### config.mk
export PLATFORM = sky130hd
export DESIGN_NAME = pulse_stretch
export DESIGN_NICKNAME = d
export VERILOG_FILES = /design/src/rtl/pulse_stretch.sv
export SDC_FILE = /design/constraint.sdc
export NUM_CORES = 1
export LEC_CHECK = 0
export CAP_MARGIN = 40
export CORE_UTILIZATION = 59
export DETAILED_ROUTE_END_ITERATION = 10
export GPL_ROUTABILITY_DRIVEN = 1
export PLACE_DENSITY = 0.76
export SYNTH_ARGS = -nofsm -noshare
export SYNTH_HDL_FRONTEND = slang
export SYNTH_SLANG_ARGS = --single-unit
export TNS_END_PERCENT = 1
### constraint.sdc
create_clock -name clk -period 2.4 [get_ports clk]
set_input_delay 0.36 -clock clk [delete_from_list [all_inputs] [get_ports clk]]
set_output_delay 0.36 -clock clk [all_outputs]
set_load 0.005 [all_outputs]
### src/rtl/pulse_stretch.sv
// pulse_stretch: turns a single-cycle trig into a HOLD_CYC-long high level on
// out, followed by a GAP_CYC-long forced low gap. A one-cycle done pulse marks
// the end of each hold window.
// Optional feature macro: PULSE_STRETCH_QUEUE_EN. When it is defined, triggers
// that arrive while busy are counted, up to 3, and replayed back-to-back.
// When it is undefined, those triggers are dropped and pend_cnt reads 0.
// rst_n is a synchronous reset and is ACTIVE HIGH, despite its name.
module pulse_stretch #(
    parameter int unsigned HOLD_CYC = 25_000_000,
    parameter int unsigned GAP_CYC  = 5_000_000,
    parameter int unsigned CNT_W    = 25
) (
    input  logic       clk,
    input  logic       rst_n,
    input  logic       trig,
    output logic       out,
    output logic       busy,
    output logic       done,
    output logic [1:0] pend_cnt
);

    typedef enum logic [1:0] {
        S_IDLE = 2'd0,
        S_HOLD = 2'd1,
        S_GAP  = 2'd2
    } state_t;

    localparam logic [CNT_W-1:0] HOLD_LD = CNT_W'(HOLD_CYC);
    localparam logic [CNT_W-1:0] GAP_LD  = CNT_W'(GAP_CYC);
    localparam logic [CNT_W-1:0] CNT_ONE = CNT_W'(1);

    state_t           state_q, state_d;
    logic [CNT_W-1:0] cnt_q, cnt_d;
    logic             out_q, out_d;
    logic             busy_q, busy_d;
    logic             done_q, done_d;
    logic             gap_end;
    logic             pend_nz;

    // The last gap cycle: the point where the FSM either replays, restarts or idles.
    assign gap_end = (state_q == S_GAP) && (cnt_q == CNT_ONE);

`ifdef PULSE_STRETCH_QUEUE_EN
    logic [1:0] pend_q, pend_d;
    logic       enq, deq;

    // A trigger that arrives on the last gap cycle with an empty queue starts
    // the next window directly, so it is not queued. A queued entry is consumed
    // on every gap end that finds the queue non-empty.
    assign enq = trig && (state_q != S_IDLE) && !(gap_end && (pend_q == 2'd0));
    assign deq = gap_end && (pend_q != 2'd0);

    // Pending-event counter: saturates at 3, and is unchanged when enq and deq coincide.
    always_comb begin
        pend_d = pend_q;
        if (enq && !deq) begin
            if (pend_q != 2'd3) pend_d = pend_q + 2'd1;
        end else if (deq && !enq) begin
            pend_d = pend_q - 2'd1;
        end
    end

    // Pending-event register. Reset discards every queued event.
    always_ff @(posedge clk) begin
        if (rst_n) pend_q <= 2'd0;
        else       pend_q <= pend_d;
    end

    assign pend_nz  = (pend_q != 2'd0);
    assign pend_cnt = pend_q;
`else
    assign pend_nz  = 1'b0;
    assign pend_cnt = 2'b00;
`endif

    // Next-state logic. The counter reloads on every window entry and counts
    // down to a terminal value of 1, so it never wraps and is never 0 while
    // the FSM is in HOLD or GAP.
    always_comb begin
        state_d = state_q;
        cnt_d   = cnt_q;
        unique case (state_q)
            S_IDLE: begin
                if (trig) begin
                    state_d = S_HOLD;
                    cnt_d   = HOLD_LD;
                end
            end
            S_HOLD: begin
                if (cnt_q == CNT_ONE) begin
                    state_d = S_GAP;
                    cnt_d   = GAP_LD;
                end else begin
                    cnt_d = cnt_q - CNT_ONE;
                end
            end
            S_GAP: begin
                if (cnt_q == CNT_ONE) begin
                    if (pend_nz || trig) begin
                        state_d = S_HOLD;
                        cnt_d   = HOLD_LD;
                    end else begin
                        state_d = S_IDLE;
                        cnt_d   = '0;
                    end
                end else begin
                    cnt_d = cnt_q - CNT_ONE;
                end
            end
            default: begin
                state_d = S_IDLE;
                cnt_d   = '0;
            end
        endcase
    end

    // Output decode from the next state. Registering these values keeps the
    // outputs cycle-aligned with state_q.
    always_comb begin
        out_d  = (state_d == S_HOLD);
        busy_d = (state_d != S_IDLE);
        done_d = (state_q == S_HOLD) && (state_d == S_GAP);
    end

    // State, counter and output registers. Reset aborts any window with no done pulse.
    always_ff @(posedge clk) begin
        if (rst_n) begin
            state_q <= S_IDLE;
            cnt_q   <= '0;
            out_q   <= 1'b0;
            busy_q  <= 1'b0;
            done_q  <= 1'b0;
        end else begin
            state_q <= state_d;
            cnt_q   <= cnt_d;
            out_q   <= out_d;
            busy_q  <= busy_d;
            done_q  <= done_d;
        end
    end

    assign out  = out_q;
    assign busy = busy_q;
    assign done = done_q;

endmodule

==> flow_metrics.tcl <==
set metrics [dict create \
    status "finished, final reports clean" \
    dp_hpwl_um 3850 \
    cts_setup_buffers 0 \
    startpoint "cnt_q[17]" \
    ys_ff_latch 30 \
    placedCellCount 280 \
    drt_iter0_drc 158 \
    synth_fa_ha_area_share_pct 1.30 \
    leakage_nw 0.740 \
    crit_path_max_incr_delay_ns 0.47 \
    finalWeightedCongestion 0.973 \
    crit_arrival_ns 2.37 \
    worstHoldPathType "flop to flop" \
    setup_viol 0 \
    syn_area_sq_um 1930 \
    post-route-min-period_ns 2.15 \
    root_buffer "clkbuf_4" \
    cts_hold_buf 0 \
    finish.utilization_pct 67.8 \
    cpMaxStageDelayCell "nor4_2" \
    drive_gt1_share_pct 11.5 \
    r2r-end "cnt_q[22]" \
    fmax_ghz 0.466 \
    clock_skew_ns 0.00998 \
    synth_top_family_by_area "simple AND/OR/NAND/NOR gates" \
    grt_max_degree 19 \
    layout_worst_path_cycle_share_pct 89.5 \
    cts_resized 0 \
    vias 1991 \
    remaining_drc_errors 0 \
    antenna_found_initial 0 \
    synthSimpleGateAreaFrac_pct 32.0 \
    endpoint "cnt_q[22]" \
    coreArea_sq_um 3080 \
    timing_hold_violations_final 0 \
    insertion_delay_ns 0.34 \
    syn_inst 238 \
    via_per_inst 6.91 \
    port_buffers 5 \
    slew_headroom_pct 48.2 \
    ys_seq_area_share_pct 31.2 \
    power_density_nw_per_um2 723 \
    crit_required_ns 2.63 \
    final_cells 288 \
    first_pass_iters 5 \
    synth_ff_type "dfxtp_1" \
    r2r_slack_ns 0.25 \
    design_area_sq_um 2090 \
    grt_pass1_wl_um 8670 \
    avgSynthCellArea_sq_um 8.09 \
    crit_path_end_kind "flop" \
    r2r-start "cnt_q[17]" \
    hold_ws_ns 0.537 \
    rsz0062_at_grt "no" \
    cp-start-kind "flop" \
    cts_buffer_depth 2 \
    io_pins 8 \
    routed_wl_um 5380 \
    cts_tree "done" \
    wl_per_cell_um 18.7 \
    cp_max_fo 11 \
    yosysWarnings 0 \
    grt_pass1_vias 1808 \
    die_x_um 59.1 \
    tns_ns 0 \
    overflow 0 \
    synth_cell_types 61 \
    cts_num_sinks 30 \
    synth_enable_flop_cells 0 \
    critPathKind "flop to flop" \
    drv_slew 0 \
    start_util_pct 62.6 \
    chipHeight_um 59.1 \
    synth.area.mux_share_pct 1.56 \
    synth-xor-area-share_pct 5.00 \
    area_growth_pct 8.45 \
    synth_compound_area_share_pct 23.4 \
    fin_nets 248 \
    insertedDiodeCount 0 \
    cap_violations 0 \
    async_flop_share_pct 0 \
    cts.clk_slew.worst_paths_ns 0.10 \
    grt_use_total_pct 33.7 \
    ant_nets 0 \
    place_area_sq_um 2010 \
    ir_drop_mv 0.407 \
    r2r_cells 6 \
    rows 20 \
    crit_chain "nor4_2 -> nand4_1 -> buf_4 -> o41a_1 -> o31ai_1 -> a21oi_1" \
    worst_slew_pin_slew_ns 0.771 \
    cts_inserted_buffers 5 \
    dieArea_sq_um 3500 \
    cts_htree_levels 2 \
]
synth_stat cells (all sizes together), types with 3 or more instances:
master,n,area (sq um)
or2,4,25.0
clkbuf,9,33.8
nor2,31,116
nor4,13,115
nand4,9,83.8
nand3,5,25.0
o211ai,3,22.5
o31a,3,26.3
nand2b,4,25.0
buf,6,40.0
nor3,12,76.3
nand2,14,55.1
o211a,3,30.0
a22oi,3,22.5
xnor2,9,78.8
a21oi,14,70.1
dfxtp,30,601
or3,6,37.5
o22ai,4,25.0
o21ai,10,50.0
inv,7,26.3
mux2i,3,30.0
cells in the final DEF, fill, tap and decap left out, types with 3 or more instances in the layout:
cell	synthesis	layout
inv_1	7	7
clkdlybuf4s50_1	0	5
nand4_1	6	6
o211a_1	3	3
clkbuf_4	0	5
a21oi_1	14	14
dfxtp_1	30	30
or3_1	6	6
nor4_2	3	3
mux2i_1	3	3
nand3_1	5	5
nor4_1	9	9
a22oi_1	3	3
nand2b_1	4	4
nand2_1	13	13
o31a_1	3	3
o211ai_1	3	3
o21ai_0	9	9
buf_4	4	7
nor3_1	10	10
nor2_1	31	31
xnor2_1	9	9
o22ai_1	4	4
worst min-delay path by stage:
stage	start	to	slack [ns]	cells after the start
detailed placement	cnt_q[23]	cnt_q[23]	0.52	2
finish	cnt_q[23]	cnt_q[23]	0.54	2
global placement	cnt_q[23]	cnt_q[23]	0.50	2
global route	cnt_q[23]	cnt_q[23]	0.55	2
floorplan	cnt_q[23]	cnt_q[23]	0.48	2
CTS	cnt_q[23]	cnt_q[23]	0.53	2
area by class of cell:
type,instances,area [sq um]
Multi-Input combinational cell,186,1220
Fill cell,268,990
Sequential cell,30,601
Timing Repair Buffer,12,103
Tap cell,44,55.1
Clock buffer,7,45.0
Clock inverter,1,30.0
Inverter,8,30.0
registers in the layout (all words and copies together) (netlist names):
| name | cells |
|---|---|
| busy | 1 |
| state_q | 2 |
| cnt_q | 25 |
| done | 1 |
| out | 1 |
worst max-delay path, delay by kind of cell, from the launching register on:
kind,cells,cell delay (ns)
AO/OA/AOI/OAI,3,0.80
AND/OR/NAND/NOR,2,0.63
flip-flops,1,0.39
buffers and inverters,1,0.21
cells by family (layout without fill, tap and decap cells):
logic type	count (synthesis)	count (layout)
compound gates	63	63
xor+xnor	11	11
fa+ha+maj	2	2
buf+inv	23	28
flops	30	30
mux	3	3
other cells	1	2
simple gates	105	105
power by group:
group	switching (mW)	leakage, nW	total, mW	internal, mW
sequential	0.0836	0.248	0.638	0.554
combinational	0.279	0.453	0.473	0.194
clock	0.178	0.0395	0.399	0.221
metal layers:
layer | global-route usage, % | share of wire, % | wire [um] | vias up
met5 | 0 | 0 | 0 | -
met4 | 20.7 | 4.1 | 222 | 0
met3 | 7.42 | 9.9 | 535 | 25
met2 | 50.2 | 46 | 2450 | 139
met1 | 44.4 | 40 | 2170 | 920
li1 | - | - | - | 907
metrics by stage:
step	total power [mW]	setup WS (ns)
3_3_place_gp	1.09	0.341
2_1_floorplan	0.983	0.554
6_report	1.51	0.252
3_5_place_dp	1.11	0.339
4_1_cts	1.50	0.326
5_1_grt	1.59	0.159
Note: power is estimated with default switching activity, not from simulation.
